===== src/rtl/gray_pack_pkg.sv =====
// gray_pack_pkg: shared constants and types for the grey result packer.
// Four 8-bit luma samples are packed into one 32-bit host word.
package gray_pack_pkg;

  localparam int PIX_W  = 8;
  localparam int PACK_N = 4;
  localparam int WORD_W = PIX_W * PACK_N;

  // Upper byte of a FIFO grey word; it must always read back as zero.
  localparam logic [31:0] MARK_MASK = 32'hFF00_0000;

  // Number of bytes already sitting in the pack shift register.
  typedef logic [$clog2(PACK_N)-1:0] pack_cnt_t;

  // Bytes held plus the byte in flight, modulo PACK_N (natural wrap).
  function automatic pack_cnt_t pack_sum(input pack_cnt_t cnt, input logic rd_q);
    return cnt + pack_cnt_t'(rd_q);
  endfunction

endpackage


===== src/rtl/gray_pack_pos_cnt.sv =====
// gray_pack_pos_cnt: column/line position of the next packed word and the
// end-of-line / end-of-frame flags for the word currently being completed.
module gray_pack_pos_cnt
  import gray_pack_pkg::*;
#(
  parameter int LINE_PIXELS = 640,
  parameter int FRAME_LINES = 480
) (
  input  logic clk,
  input  logic srst,
  input  logic word_done,
  output logic word_eol,
  output logic word_eof
);

  localparam int COL_W  = $clog2(LINE_PIXELS);
  localparam int LINE_W = (FRAME_LINES > 1) ? $clog2(FRAME_LINES) : 1;

  // col_reg holds the column of the first pixel of the next word, so the
  // word's last pixel is the line's last pixel when col_reg is at LINE_PIXELS-4.
  localparam logic [COL_W-1:0]  COL_LAST_WORD = COL_W'(LINE_PIXELS - PACK_N);
  localparam logic [LINE_W-1:0] LINE_LAST     = LINE_W'(FRAME_LINES - 1);

  logic [COL_W-1:0]  col_reg;
  logic [LINE_W-1:0] line_reg;

  assign word_eol = (col_reg == COL_LAST_WORD);
  assign word_eof = word_eol && (line_reg == LINE_LAST);

  // Advance the position by one word; wrap column at eol and everything at eof
  always_ff @(posedge clk or posedge srst) begin
    if (srst) begin
      col_reg  <= '0;
      line_reg <= '0;
    end else if (word_done) begin
      if (word_eol) begin
        col_reg  <= '0;
        line_reg <= word_eof ? '0 : line_reg + LINE_W'(1);
      end else begin
        col_reg  <= col_reg + COL_W'(PACK_N);
      end
    end
  end

endmodule


===== src/rtl/gray_result_packer.sv =====
// gray_result_packer: drains {8'h00,Y,Y,Y} words from a 1-cycle-latency FIFO,
// keeps Y, packs four pixels per 32-bit host word (first pixel in [7:0]) and
// tags words with eol/eof on a valid/ready stream.
// Optional macro GRAY_PACKER_ERRCHK_EN: enables the sticky upper-byte
// marker check on err; when undefined err is constant 0.
module gray_result_packer
  import gray_pack_pkg::*;
#(
  parameter int LINE_PIXELS = 640,
  parameter int FRAME_LINES = 480
) (
  input  logic        clk,
  input  logic        srst,
  input  logic [31:0] fifo_dout,
  input  logic        fifo_empty,
  output logic        fifo_rd_en,
  output logic [31:0] dout,
  output logic        dout_valid,
  input  logic        dout_ready,
  output logic        dout_eol,
  output logic        dout_eof,
  output logic        frame_done,
  output logic        err
);

  generate
    if ((LINE_PIXELS < PACK_N) || (LINE_PIXELS % PACK_N != 0)) begin : g_bad_line_pixels
      $error("gray_result_packer: LINE_PIXELS must be a non-zero multiple of 4");
    end
    if (FRAME_LINES < 1) begin : g_bad_frame_lines
      $error("gray_result_packer: FRAME_LINES must be at least 1");
    end
  endgenerate

  localparam int        SHIFT_W   = PIX_W * (PACK_N - 1);
  localparam pack_cnt_t LAST_SLOT = pack_cnt_t'(PACK_N - 1);

  logic               rd_q_reg;
  pack_cnt_t          pack_cnt_reg;
  logic [SHIFT_W-1:0] shift_reg;
  logic [PIX_W-1:0]   pix;
  logic               word_done;
  logic               word_eol;
  logic               word_eof;
  logic               out_hs;

  assign pix       = fifo_dout[PIX_W-1:0];
  assign word_done = rd_q_reg && (pack_cnt_reg == LAST_SLOT);
  assign out_hs    = dout_valid && dout_ready;

  // A read that would become the 4th byte is only issued when the output
  // register is empty or draining now, so a completed word always has room.
  assign fifo_rd_en = !srst && !fifo_empty &&
                      ((pack_sum(pack_cnt_reg, rd_q_reg) != LAST_SLOT) ||
                       !dout_valid || dout_ready);

  // Track the in-flight read and shift captured bytes in from the top
  always_ff @(posedge clk or posedge srst) begin
    if (srst) begin
      rd_q_reg     <= 1'b0;
      pack_cnt_reg <= '0;
      shift_reg    <= '0;
    end else begin
      rd_q_reg <= fifo_rd_en;
      if (rd_q_reg) begin
        pack_cnt_reg <= pack_cnt_reg + pack_cnt_t'(1);
        shift_reg    <= {pix, shift_reg[SHIFT_W-1:PIX_W]};
      end
    end
  end

  gray_pack_pos_cnt #(
    .LINE_PIXELS (LINE_PIXELS),
    .FRAME_LINES (FRAME_LINES)
  ) u_pos_cnt (
    .clk       (clk),
    .srst      (srst),
    .word_done (word_done),
    .word_eol  (word_eol),
    .word_eof  (word_eof)
  );

  // Output register: a newly completed word wins over a same-cycle drain
  always_ff @(posedge clk or posedge srst) begin
    if (srst) begin
      dout       <= '0;
      dout_valid <= 1'b0;
      dout_eol   <= 1'b0;
      dout_eof   <= 1'b0;
    end else if (word_done) begin
      dout       <= {pix, shift_reg};
      dout_valid <= 1'b1;
      dout_eol   <= word_eol;
      dout_eof   <= word_eof;
    end else if (out_hs) begin
      dout_valid <= 1'b0;
    end
  end

  // One-cycle pulse after the end-of-frame word is accepted
  always_ff @(posedge clk or posedge srst) begin
    if (srst) begin
      frame_done <= 1'b0;
    end else begin
      frame_done <= out_hs && dout_eof;
    end
  end

`ifdef GRAY_PACKER_ERRCHK_EN
  logic err_reg;

  // Sticky flag for any captured word whose marker byte is non-zero
  always_ff @(posedge clk or posedge srst) begin
    if (srst) begin
      err_reg <= 1'b0;
    end else if (rd_q_reg && |(fifo_dout & MARK_MASK)) begin
      err_reg <= 1'b1;
    end
  end

  assign err = err_reg;
`else
  logic unused_hi;

  assign err       = 1'b0;
  assign unused_hi = ^fifo_dout[31:PIX_W];
`endif

endmodule


===== config.mk =====
export PLATFORM = sky130hd
export DESIGN_NAME = gray_result_packer
export DESIGN_NICKNAME = d
export VERILOG_FILES = /design/src/rtl/gray_pack_pkg.sv /design/src/rtl/gray_pack_pos_cnt.sv /design/src/rtl/gray_result_packer.sv
export SDC_FILE = /design/constraint.sdc
export NUM_CORES = 1
export LEC_CHECK = 0
export BUFFER_PORTS_ARGS = -buffer_cell sky130_fd_sc_hd__buf_2
export CELL_PAD_IN_SITES_DETAIL_PLACEMENT = 1
export CELL_PAD_IN_SITES_GLOBAL_PLACEMENT = 1
export CORE_ASPECT_RATIO = 0.8
export CORE_MARGIN = 2
export CORE_UTILIZATION = 44
export CTS_CLUSTER_DIAMETER = 40
export CTS_CLUSTER_SIZE = 14
export DETAILED_ROUTE_END_ITERATION = 8
export PLACE_DENSITY_LB_ADDON = 0.1
export SLEW_MARGIN = 20
export SYNTH_ARGS = -nofsm -noshare
export SYNTH_HDL_FRONTEND = slang
export SYNTH_HIERARCHICAL = 1
export SYNTH_SLANG_ARGS = --single-unit
export TNS_END_PERCENT = 20

===== constraint.sdc =====
create_clock -name clk -period 2.9 [get_ports clk]
set_clock_uncertainty 0.15 [all_clocks]
set_input_delay 0.435 -clock clk [delete_from_list [all_inputs] [get_ports clk]]
set_output_delay 0.435 -clock clk [all_outputs]
set_load 0.01 [all_outputs]

==> flow_summary.yaml, run 1 <==
outcome:
  status: "finished, final reports clean"
power:
  leakage_nw: 1.97
  power_w: 0.00364
  power_density_nw_per_um2: 919
  ir_worst_vdd_uv: 418
setup_path:
  path_max_fanout: 7
  start_kind: "flip-flop"
  crit_required_ns: 2.32
  worstSetupEndpointType: "output pin"
  crit_arrival_ns: 1.82
  path_delay_family: "flip-flops"
  critPathBufInv: 1
  critical_path_class: "flip-flop to output pin"
  slowest_stage: "dfrtp_1"
  crit_path_cell_trace: "ha_1, xor2_1, a311oi_1, buf_2"
  ff2ff_setup_slack_ns: 0.66
  crit_path_max_incr_delay_ns: 0.50
sta:
  fin_crit_sh: 0.828
  rsz0062_at_grt: "false"
  setup_ws_ns: 0.498
  max-slew-margin-rel: 0.540
  final-setup-viol-count: 0
  finalSetupTns_ns: 0
  period_minus_slack_ns: 2.40
  tightest_slew_ns: 0.689
  fmax_mhz: 416
  slew_violations: 0
  hold_viol: 0
  hold_ws_ns: 0.0988
cts:
  cts.sinks: 80
  cts_hold_buffers: 1
  ctsHtreeMaxLevel: 3
  path_clk_slew_ns: 0.08
  post-cts-setup-buffers: 0
  clock-root-buffer: "clkbuf_8"
  cts_tree: "done"
  ctsLongestPathBuffers: 2
  worst_skew_pair.late_latency_ns: 0.35
  cts_buffers: 9
  ctsResizeCount: 0
global_routing:
  grt.total_usage: 0.164
  grt_max_degree: 60
  grt_pass1_wl_mm: 10.3
  grt_antenna_before_repair: 0
  grt_pass1_vias: 2008
  grt_remaining_overflow: 0
floorplanning:
  core_um2: 7460
  initial_core_util: 0.457
  rows: 28
  die_h_um: 82.7
  fp.dieArea_um2: 8470
  boundaryPins: 74
  die_w_um: 102
yosys:
  syn_nets: 273
  yosysTopAreaCellShare: 0.587
  yosysMostFrequentCell: "dfrtp_1"
  netlist_area_um2: 3410
  ys_warn_count: 6
  syn_inst: 233
  synth.avg_cell_area_um2: 14.6
  ys_types: 38
  synth_top_cells_by_count: "dfrtp_1, mux2_2, mux2_4"
  ys_seq_area_frac: 0.587
  synth_edf_count: 0
  dominantRegCellSynth: "dfrtp_1"
  async_flop_share: 1.00
  synth_seq_cells: 80
  synth_area_leaders: "dfrtp_1, mux2_4, mux2_2, ha_1, nand2_1"
  synth_top_cell_by_area: "dfrtp_1"
final_layout:
  fin_util: 0.531
  areaGrowthSynthToFinish_pct: 16.3
  seqCellArea_um2: 2000
  nNetsFinal: 326
  antennaDiodeCount: 0
  largest_reg_flops: 32
  multi_input_area_um2: 1300
  fill_cells: 772
  drive_above_1_share: 0.454
run:
  cap_violations: 0
route:
  route.detailed.drc: 0
  avgRoutedWirePerCell_um: 15.8
  detail_route.iter0.violations: 47
  vias_per_cell: 4.96
  detail-route-antenna-nets: 0
  dr.pass1.iters: 4
  num_vias: 1964
  wirelength_mm: 6.24
hold_path:
  min_path_type: "input port to flip-flop"
place:
  dp_hpwl_mm: 4.08
  pre_cts_slack_ns: 0.684
  gp_congestion: 0.716
  portBuffers: 48
## path summary, 6_finish.rpt
check	depth (start not counted)	end	from
worst max-delay path	4	fifo_rd_en	rd_q_reg
worst min-delay path	2	rd_q_reg	fifo_empty
worst max register to register	7	u_pos_cnt/line_reg[8]	pack_cnt_reg[0]
worst min register to register	1	dout[1]	shift_reg[1]
max in group asynchronous	3	u_pos_cnt/line_reg[1]	srst
min in group asynchronous	3	dout_eof	srst
## kinds of logic (layout without fill, tap and decap cells)
logic type / after synthesis / after routing / share of synthesized area
other cells: 1 / 1 / 0.00110
buf+inv: 16 / 74 / 0.0305
xor+xnor: 8 / 8 / 0.0206
compound gates: 14 / 14 / 0.0257
fa+ha+maj: 4 / 4 / 0.0147
simple gates: 47 / 47 / 0.0808
mux: 63 / 63 / 0.239
flops: 80 / 80 / 0.587
## metal layers
metal	wire length, um	part of all wire	track usage
met4	86	0.014	0.0600
met2	2890	0.46	0.255
met1	2960	0.47	0.218
met3	296	0.047	0.0522
met5	0	0	0
## where the power goes
part | internal, W | total [W] | switching, W
clock network | 0.000509 | 0.000900 | 0.000391
registers | 0.00148 | 0.00172 | 0.000240
logic | 0.000616 | 0.00102 | 0.000406
## through the flow
step	area [um2]	cells
floorplan	3410	233
global placement	3730	379
detailed placement	3730	379
CTS	3960	396
global route	3960	396
finish	3960	396
## area by class of cell
class                      instances  area share
multi-input combinational        137       0.329
inverter                           6     0.00568
clock buffer                      11      0.0357
timing repair buffer              52      0.0720
clock inverter                     5      0.0199
sequential                        80       0.505
tap                              105      0.0331
## layout by cell type, fill, tap and decap left out, types with 6 or more instances in the layout
cell,Yosys,routed
dfrtp_1,80,80
buf_2,2,48
mux2_2,31,31
mux2_4,29,29
nand2_1,13,13
clkbuf_8,0,10
nand3_1,7,7
nor2_1,6,6
(Power assumes the default switching activity.)
==> run 2: changes to the inputs <==
- ABC_AREA: default -> 1
- CORE_UTILIZATION: 44 -> 40
- clock period: 2.9 -> 2.31 ns (I/O delays scaled with it)
==> flow_summary.yaml, run 2 <==
final_layout:
  nNetsFinal: 476
  drive_above_1_share: 0.188
  antennaDiodeCount: 0
  fin_util: 0.475
  final_cell_area_um2: 4000
  largest_reg_flops: 32
  layout_commonest_cell: "nand2_1"
  areaGrowthSynthToFinish_pct: 16.4
  layout_common_cells: "nand2_1, dfrtp_1, o21ai_0, inv_1, buf_2"
cts:
  cts.sinks: 80
  worst_skew_pair.late_latency_ns: 0.34
  cts_hold_buffers: 1
  cts_tree: "done"
  post-cts-setup-buffers: 0
  ctsHtreeMaxLevel: 3
  clock-root-buffer: "clkbuf_8"
  path_clk_slew_ns: 0.09
  ctsResizeCount: 0
  cts_buffers: 9
  ctsLongestPathBuffers: 2
yosys:
  yosysMostFrequentCell: "nand2_1"
  synth.avg_cell_area_um2: 8.85
  async_flop_share: 1.00
  synth-simple-area-share: 0.200
  synth.area.mux_share: 0.00291
  synth_top_cells_by_count: "nand2_1, dfrtp_1, o21ai_0"
  synth_fa_ha_area_frac: 0.0146
  synth_seq_cells: 80
  dominantRegCellSynth: "dfrtp_1"
  netlist_area_um2: 3430
  synth_compound_area_frac: 0.0893
  ys_seq_area_frac: 0.583
  synth_xor_area_frac: 0.0153
  synth_area_leaders: "dfrtp_1, nand2_1, o21ai_0, inv_1, nor2_1"
  synth_top_family_by_area: "simple AND/OR/NAND/NOR gates"
  syn_nets: 428
  yosysTopAreaCellShare: 0.583
  synth_edf_count: 0
  synth_top_cell_by_area: "dfrtp_1"
  syn_inst: 388
  ys_types: 31
  ys_warn_count: 6
setup_path:
  crit_arrival_ns: 1.56
  critical_path_class: "input port to output pin"
  worstSetupEndpointType: "output pin"
  reg2regPathDepth: 9
  path_max_fanout: 3
  start_kind: "input port"
  crit_required_ns: 1.81
place:
  portBuffers: 48
  dp_hpwl_mm: 5.26
  dpl_cell_area_um2: 3740
  gp_congestion: 0.791
  pre_cts_slack_ns: 0.358
global_routing:
  grt_antenna_before_repair: 0
  grt_pass1_wl_mm: 13.2
  grt.total_usage: 0.179
  grt_pass1_vias: 2618
  grt_max_degree: 60
  grt_remaining_overflow: 0
sta:
  max-slew-margin-rel: 0.519
  fmax_mhz: 486
  hold_viol: 0
  setup_ws_ns: 0.251
  slew_violations: 0
  finalSetupTns_ns: 0
  final-setup-viol-count: 0
  tightest_slew_ns: 0.721
  rsz0062_at_grt: "false"
  fin_crit_sh: 0.891
  period_minus_slack_ns: 2.06
power:
  power_w: 0.00410
  pwr-share-seq: 0.479
  power_density_nw_per_um2: 1030
  clkPwrFrac: 0.305
  power_frac_comb: 0.216
  ir_worst_vdd_uv: 499
  swShare: 0.307
  leakage_nw: 2.15
  p_int_w: 0.00284
  p_switching_w: 0.00126
route:
  avgRoutedWirePerCell_um: 13.8
  num_vias: 2562
  detail_route.iter0.violations: 111
  detail-route-antenna-nets: 0
  dr.pass1.iters: 4
  vias_per_cell: 4.63
  route.detailed.drc: 0
  wirelength_mm: 7.64
hold_path:
  hold_path_depth: 3
  min_path_type: "input port to flip-flop"
outcome:
  status: "finished, final reports clean"
run:
  cap_violations: 0
floorplanning:
  initial_core_util: 0.408
  rows: 30
  die_w_um: 108
  boundaryPins: 74
  core_um2: 8410
  die_h_um: 86.9
  fp.dieArea_um2: 9350
## run 2: changes by cell type after synthesis, moves of 4 or more
cell and delta:
buf_2 +4, nor2_1 +15, mux2_4 -29, inv_1 +47, nand2_1 +108, o21ai_0 +54, mux2_2 -31
## run 2: worst max-delay path, cell delays in order
cell           delay [ns]
dlygate4sd3_1        0.52
buf_2                0.14
or2_2                0.27
nor2_1               0.14
buf_2                0.15
## run 2: per-stage QoR
| step | std cells | hold WS [ns] |
|---|---|---|
| floorplan | 388 | 0.123 |
| global placement | 536 | 0.181 |
| detailed placement | 536 | 0.192 |
| CTS | 553 | 0.0514 |
| global route | 553 | 0.0743 |
| finish | 553 | 0.0678 |
## run 2: path summary, 6_finish.rpt
kind,start,end,slack (ns)
max in group asynchronous,srst,u_pos_cnt/col_reg[4],1.02
hold reg to reg,dout[27],dout[27],0.33
min in group asynchronous,srst,dout[30],0.36
setup reg to reg,pack_cnt_reg[0],u_pos_cnt/col_reg[9],0.37
hold / removal,fifo_dout[0],dout[24],0.07
setup / recovery,srst,fifo_rd_en,0.25
## run 2: area by class of cell
| class | count | area (um2) |
|---|---|---|
| clock inverters | 6 | 115 |
| well taps | 112 | 140 |
| fillers | 1020 | 4410 |
| inverters | 54 | 203 |
| multi-input cells | 237 | 1110 |
| flip-flops and latches | 80 | 2000 |
| repair buffers | 54 | 300 |
| clock buffers | 10 | 128 |
## run 2: kinds of logic (layout without fill, tap and decap cells)
| group | Yosys count | after routing |
|---|---|---|
| adders and majority gates | 4 | 4 |
| and+or+nand+nor | 166 | 166 |
| buffers and inverters | 71 | 124 |
| other | 1 | 1 |
| xor gates and xnor gates | 6 | 6 |
| muxes | 1 | 1 |
| DFF | 80 | 80 |
| AOI/OAI and AO/OA | 59 | 59 |
## run 2: layer usage
layer,global-route usage,routed length (um)
met5,0,0
met1,0.268,4020
met2,0.262,3220
met4,0.0455,57
met3,0.0434,345
## run 2: power by group through the flow
stage,combinational [W],clock [W],sequential (W)
2_1_floorplan,0.000434,0,0.00207
3_3_place_gp,0.000875,0,0.00198
3_5_place_dp,0.000897,0,0.00200
4_1_cts,0.000907,0.00129,0.00197
5_1_grt,0.00103,0.00133,0.00201
6_report,0.000885,0.00125,0.00196
==> run 3: changes to the inputs <==
- CORE_UTILIZATION: 40 -> 42
- CTS_BUF_LIST: default -> sky130_fd_sc_hd__clkbuf_4
- REMOVE_ABC_BUFFERS: default -> 1
==> flow_summary.yaml, run 3 (same netlist as run 2, synthesis figures left out) <==
outcome:
  status: "finished, final reports clean"
final_layout:
  multi_input_area_um2: 1110
  drive_above_1_share: 0.190
  fill_cells: 962
  areaGrowthSynthToFinish_pct: 16.6
  fin_util: 0.504
  nNetsFinal: 487
  seqCellArea_um2: 2000
  finalNonFillerCells: 560
  largest_reg_flops: 32
  antennaDiodeCount: 0
  layout_commonest_cell: "nand2_1"
  layout_common_cells: "nand2_1, dfrtp_1, o21ai_0, inv_1, buf_2"
place:
  dpl.cell_count: 534
  pre_cts_slack_ns: 0.355
  dp_hpwl_mm: 4.94
  gp_congestion: 0.835
  portBuffers: 48
cts:
  clock-root-buffer: "clkbuf_4"
  cts.sinks: 80
  cts_tree: "done"
  cts_buffers: 9
  worst_skew_pair.late_latency_ns: 0.41
  ctsLongestPathBuffers: 2
  ctsHtreeMaxLevel: 3
  path_clk_slew_ns: 0.12
  post-cts-setup-buffers: 0
setup_path:
  start_kind: "input port"
  crit_arrival_ns: 1.60
  crit_required_ns: 1.81
  critical_path_class: "input port to output pin"
  ff2ff_setup_slack_ns: 0.37
  reg2regPathDepth: 8
  path_max_fanout: 3
  worstSetupEndpointType: "output pin"
hold_path:
  min_path_type: "input port to flip-flop"
  hold_path_depth: 3
global_routing:
  grt_remaining_overflow: 0
  grt_antenna_before_repair: 0
  grt_max_degree: 60
  grt_pass1_wl_mm: 12.4
  grt_pass1_vias: 2623
  grt.total_usage: 0.176
floorplanning:
  initial_core_util: 0.432
  core_um2: 7950
  die_w_um: 105
  rows: 29
  fp.dieArea_um2: 8920
  die_h_um: 84.9
  boundaryPins: 74
sta:
  tightest_slew_ns: 0.711
  period_minus_slack_ns: 2.09
  hold_ws_ns: 0.0531
  slew_violations: 0
  final-setup-viol-count: 0
  rsz0062_at_grt: "false"
  hold_viol: 0
  setup_ws_ns: 0.216
  fin_crit_sh: 0.907
  max-slew-margin-rel: 0.525
  fmax_mhz: 478
  finalSetupTns_ns: 0
run:
  cap_violations: 0
power:
  power_density_nw_per_um2: 948
  leakage_nw: 2.16
  ir_worst_vdd_uv: 395
route:
  num_vias: 2635
  vias_per_cell: 4.71
  detail-route-antenna-nets: 0
  detail_route.iter0.violations: 79
  wirelength_mm: 7.25
  avgRoutedWirePerCell_um: 12.9
  dr.pass1.iters: 4
  route.detailed.drc: 0
-- run 3: worst paths after layout --
check,start,end
worst max-delay path,srst,fifo_rd_en
worst min-delay path,dout_ready,frame_done
worst max register to register,pack_cnt_reg[0],u_pos_cnt/line_reg[0]
worst min register to register,shift_reg[13],shift_reg[5]
max in group asynchronous,srst,dout[25]
min in group asynchronous,srst,dout[15]
-- run 3: layout make-up --
type	count	share of cell area
clock buffers	11	0.0206
clock inverters	5	0.0203
inverters	54	0.0506
well taps	108	0.0337
repair buffers	65	0.0981
flip-flops and latches	80	0.500
multi-input cells	237	0.277
-- run 3: worst max-delay path: stages --
cell	delay [ns]
dlygate4sd3_1	0.53
buf_2	0.14
or2_2	0.27
nor2_1	0.15
buf_2	0.15
-- run 3: where the power goes --
part	switching (W)	internal, W
Sequential	0.000204	0.00175
Clock	0.000483	0.000464
Combinational	0.000527	0.000370
Total	0.00121	0.00258
-- run 3: routing by layer --
layer	share of wire	global-route usage
met5	0	0
met3	0.039	0.0484
met4	0.0066	0.0327
met1	0.48	0.235
met2	0.47	0.294
-- run 3: what timing repair did --
action / CTS / global route
endpoints found under the setup margin: 0 / 0
hold endpoints to repair: 54 / 0
hold buffers: 10 / 0
gates resized for setup: 0 / 0
-- run 3: stage by stage --
stage          total power [W]  cell area, um2
2_1_floorplan          0.00247            3310
3_3_place_gp           0.00284            3740
3_5_place_dp           0.00288            3740
4_1_cts                0.00387            4010
5_1_grt                0.00409            4010
6_report               0.00380            4010
